==> src/rtl/jk_excite_driver.sv <==
// Excitation driver for an external negedge JK register bank: walks the bank to a
// requested word a few bits per clock, keeps a shadow copy and verifies by readback.
module jk_excite_driver #(
    parameter int W          = 8,
    parameter int MAX_FLIPS  = 2,
    parameter bit USE_TOGGLE = 1'b1
) (
    input  logic         CLK,
    input  logic         CLR,
    input  logic [W-1:0] TGT,
    input  logic         TGT_VALID,
    output logic         TGT_READY,
    output logic [W-1:0] J,
    output logic [W-1:0] K,
    input  logic [W-1:0] QFB,
    output logic         BUSY,
    output logic         DONE,
    output logic         ERR
);

    typedef enum logic [2:0] {
        S_INIT,
        S_INIT_CLR,
        S_IDLE,
        S_DRIVE,
        S_CHECK
    } state_t;

    state_t       state, state_nxt;
    logic [W-1:0] shadow, shadow_nxt;
    logic [W-1:0] target, target_nxt;
    logic [W-1:0] j_nxt, k_nxt;
    logic         done_nxt, err_nxt;
    logic [W-1:0] goal, diff, sel, j_drv, k_drv;
    logic         accept;

    // Lowest-index set bits of d, at most MAX_FLIPS of them.
    function automatic logic [W-1:0] pick_low(input logic [W-1:0] d);
        logic [W-1:0] s;
        int           n;
        s = '0;
        n = 0;
        for (int i = 0; i < W; i++) begin
            if (d[i] && (n < MAX_FLIPS)) begin
                s[i] = 1'b1;
                n++;
            end
        end
        return s;
    endfunction

    // In IDLE the first slice is issued on the accept edge, so use the live input.
    assign goal   = (state == S_IDLE) ? TGT : target;
    assign diff   = shadow ^ goal;
    assign sel    = pick_low(diff);
    assign j_drv  = USE_TOGGLE ? sel : (sel & goal);
    assign k_drv  = USE_TOGGLE ? sel : (sel & ~goal);
    // Ready is held off during the DONE cycle so a new target starts one cycle later.
    assign accept = (state == S_IDLE) && TGT_VALID && !DONE;

    assign TGT_READY = (state == S_IDLE) && !DONE;
    assign BUSY      = (state != S_IDLE);

    always_comb begin
        state_nxt  = state;
        shadow_nxt = shadow;
        target_nxt = target;
        j_nxt      = '0;
        k_nxt      = '0;
        done_nxt   = 1'b0;
        err_nxt    = ERR;
        case (state)
            S_INIT: begin
                k_nxt     = '1;
                state_nxt = S_INIT_CLR;
            end
            S_INIT_CLR: state_nxt = S_IDLE;
            S_IDLE: begin
                if (accept) begin
                    target_nxt = TGT;
                    err_nxt    = 1'b0;
                    if (diff == '0) begin
                        state_nxt = S_CHECK;
                    end else begin
                        j_nxt      = j_drv;
                        k_nxt      = k_drv;
                        shadow_nxt = shadow ^ sel;
                        state_nxt  = S_DRIVE;
                    end
                end
            end
            S_DRIVE: begin
                if (diff == '0) begin
                    state_nxt = S_CHECK;
                end else begin
                    j_nxt      = j_drv;
                    k_nxt      = k_drv;
                    shadow_nxt = shadow ^ sel;
                end
            end
            S_CHECK: begin
                if (QFB != shadow) err_nxt = 1'b1;
                done_nxt  = 1'b1;
                state_nxt = S_IDLE;
            end
            default: state_nxt = S_INIT;
        endcase
    end

    always_ff @(posedge CLK or negedge CLR) begin
        if (!CLR) begin
            state  <= S_INIT;
            shadow <= '0;
            target <= '0;
            J      <= '0;
            K      <= '0;
            DONE   <= 1'b0;
            ERR    <= 1'b0;
        end else begin
            state  <= state_nxt;
            shadow <= shadow_nxt;
            target <= target_nxt;
            J      <= j_nxt;
            K      <= k_nxt;
            DONE   <= done_nxt;
            ERR    <= err_nxt;
        end
    end

endmodule

==> config.mk <==
export PLATFORM = sky130hd
export DESIGN_NAME = jk_excite_driver
export DESIGN_NICKNAME = d
export VERILOG_FILES = /design/src/rtl/jk_excite_driver.sv
export SDC_FILE = /design/constraint.sdc
export NUM_CORES = 1
export LEC_CHECK = 0
export ABC_AREA = 1
export CAP_MARGIN = 15
export CORE_UTILIZATION = 56
export CTS_CLUSTER_DIAMETER = 150
export DETAILED_ROUTE_END_ITERATION = 8
export PLACE_DENSITY = 0.85
export SLEW_MARGIN = 10
export SYNTH_ARGS = -nofsm -noshare
export SYNTH_HDL_FRONTEND = slang
export SYNTH_SLANG_ARGS = --single-unit
==> constraint.sdc <==
create_clock -name CLK -period 6.8 [get_ports CLK]
set_input_delay 1.36 -clock CLK [delete_from_list [all_inputs] [get_ports CLK]]
set_output_delay 1.36 -clock CLK [all_outputs]
set_load 0.05 [all_outputs]
==> metrics.md <==
| Metric | Value |
|---|---|
| Global route total overflow | 0 |
| CTS Buf Count | 5 |
| Nets | 320 |
| Critical Path Source Type | input port |
| Area growth from synthesis to layout | 23.5% |
| Worst-margin pin slew | 517 ps |
| Setup-failing EPs final | 0 |
| CTS max path bufs | 2 |
| Ports | 39 |
| Syn nets | 278 |
| Run status | finished clean |
| DRC viols | 0 |
| Post-synthesis sequential area ratio | between 40% and 50% |
| Setup TNS | 0 ps |
| Via density | 5.18 |
| Die W | 63.3 um |
| CTS H-tree depth | 2 |
| Placer Congestion | 0.912 |
| Worst hold path class | register to register |
| Highest clock rate | 229 MHz |
| RSZ-0062 raised after global routing | false |
| Setup Fix Bufs, Post-CTS | 0 |
| Hold buffer count at cts | 0 |
| CP max stage delay | 470 ps |
| Routed Antenna Nets | 0 |
| Pre-antenna DRT Iters | 6 |
| Chip height | around 63 um |
| Die area | 0.00400 mm2 |
| Skew-Pair Late Insertion Delay | 290 ps |
| Ant. Diodes | 0 |
| HPWL Detailed | 3.03 mm |
| Synth cell types | 32 |
| Share of cells above drive strength 1 | 14.1% |
| CTS sink cnt | 37 |
| Hold Vio Cnt, Final | 0 |
| FILL cells | 263 |
| Crit-path cells | clkdlybuf4s50_1, nand4_1, nand3_1, nand2_2, ha_1, inv_1, nand3_2, nand2_1, nand2_1, a21oi_2, nand2_2, xor2_2, ha_1, inv_1, o21ai_0, ha_1, o21ai_0, nand3_1, o21ai_1 |
| CP max-delay cell | clkdlybuf4s50_1 |
| Avg WL per Cell | between 10 and 15 um |
| Cell family with the largest share of critical-path delay | simple AND/OR/NAND/NOR gates |
| Max-slew violation count | 0 |
| First-pass GRT wire length | 7.22 mm |
| GRT Util Overall | between 20% and 30% |
| Critical path class | input port to register |
| Rows | 21 |
| Worst Path Required | approximately 7000 ps |
| YS warnings | 0 |
| Post-layout instance area | 0.00259 mm2 |
| Placed Instance Area | 0.00251 mm2 |
| Largest net degree at the start of global routing | 38 |
| Core area | 0.00347 mm2 |
| Crit Path Max Fanout | 5 |
| Max Cap Viol | 0 |
| Post-cts resize count | 0 |
| Root buf cell | clkbuf_8 |
| Iter 0 DRT Violations | 63 |
| Leading cell type in the layout, fill and taps excluded | nand2_1 |
| Synth Cell Area | 0.00210 mm2 |
| Final worst-path cycle share | roughly 64% |
| Vias in the first global route | 1714 |
| Final min period | 4360 ps |
| CP bufs+invs | 3 |
| #FFs+latches synth | 37 |
| Crit-path most repeated cell | ha_1 |
| Syn Area/Cell | 8.21 um2 |
| CTS clk-pin slew, worst paths | 60 ps |
| Layout Skew | 7.41 ps |
| CP endpoint kind | register |
| PortBufs | 38 |
| Syn Inst Count | 256 |
| Commonest non-fill, non-tap cells in the layout | nand2_1, clkdlybuf4s50_1, dfrtp_1 |
| Antenna violations before repair | 0 |
| Crit path DAT | 4580 ps |
| WL final | roughly 4 mm |
| Initial Utilization | between 60% and 70% |
| CTS tree | yes |
| Detailed-route via count | approximately 1.8k |
| Max-slew headroom | 65.4% |
[cells by family (layout without fill, tap and decap cells)]
family                     Yosys count  count (layout)  share of synthesized area [%]
AOI/OAI and AO/OA                   42              42                           11.5
DFF                                 37              37                           44.1
buffers and inverters               34              76                           7.15
xor gates and xnor gates            12              12                           5.36
and+or+nand+nor                    128             128                           30.1
adders and majority gates            3               3                           1.79
[synth_stat cells]
library cell | instances | area (um2)
xnor2_1 | 6 | 52.6
nor3_2 | 1 | 10.0
inv_2 | 3 | 11.3
buf_8 | 1 | 15.0
inv_1 | 27 | 101
nand2_4 | 1 | 11.3
o21ai_0 | 19 | 95.1
o21ai_2 | 4 | 35.0
dfrtp_1 | 37 | 926
o21bai_2 | 1 | 11.3
buf_6 | 1 | 11.3
nand2_1 | 60 | 225
a21oi_2 | 1 | 8.76
nand3_1 | 20 | 100
buf_4 | 1 | 7.51
nor2_2 | 1 | 6.26
o21a_1 | 1 | 7.51
nor2_4 | 4 | 45.0
o21ai_1 | 11 | 55.1
nor3_1 | 3 | 15.0
clkbuf_1 | 1 | 3.75
nor2_1 | 16 | 60.1
xor2_1 | 5 | 43.8
a21oi_1 | 4 | 20.0
nand3_4 | 1 | 17.5
or2_2 | 3 | 18.8
nand3_2 | 3 | 30.0
nand4_1 | 4 | 25.0
xor2_2 | 1 | 16.3
nand2_2 | 11 | 68.8
ha_1 | 3 | 37.5
o41ai_1 | 1 | 8.76
[final timing paths]
| kind | startpoint | to | slack (ps) | cells after the start |
|---|---|---|---|---|
| min in group asynchronous | CLR | asynchronous set/reset pin | 1490 | 2 |
| max | TGT[1] | K[7]$_DFF_PN0_ | 2440 | 19 |
| min | target[3]$_DFFE_PN0P_ | target[3]$_DFFE_PN0P_ | 490 | 2 |
| max in group asynchronous | CLR | J[7]$_DFF_PN0_ | 5000 | 2 |
| max reg2reg | state[0]$_DFFE_PN0P_ | K[7]$_DFF_PN0_ | 3220 | 20 |
| min reg2reg | target[3]$_DFFE_PN0P_ | target[3]$_DFFE_PN0P_ | 490 | 2 |
[routing by layer]
metal | track usage (%) | vias to the layer above | share of wire, %
li1 | - | 910 | -
met1 | 29.3 | 797 | 46
met2 | 37.8 | 58 | 45
met3 | 4.71 | 17 | 4.7
met4 | 15.6 | 0 | 4.0
met5 | 0 | - | 0
[worst reg2reg max path, delay by kind of cell (launching register included)]
family	cells	cell delay, ps
compound gates	4	750
xor+xnor	1	190
fa+ha+maj	3	800
buf+inv	3	230
flops	1	410
simple gates	9	1100
[layout make-up]
cell class,instances,area (um2),area share [%]
Clock buffer,7,86.3,3.33
Inverter,30,113,4.34
Multi-Input combinational cell,185,1020,39.5
Sequential cell,37,926,35.7
Tap cell,46,57.6,2.22
Timing Repair Buffer,39,388,14.9
[metrics by stage]
stage / hold WS, ps / worst slack, ps / utilization, % / std cells
5_1_grt: 512 / 2090 / 74.8 / 344
3_3_place_gp: 467 / 2280 / 72.3 / 337
2_1_floorplan: 453 / 2910 / - / 256
4_1_cts: 494 / 2460 / 74.8 / 344
3_5_place_dp: 475 / 2170 / 72.3 / 337
6_report: 493 / 2440 / 74.8 / 344
Power is not shown: default switching activity piles up to over one toggle a cycle in this logic, so the estimate is an artifact.
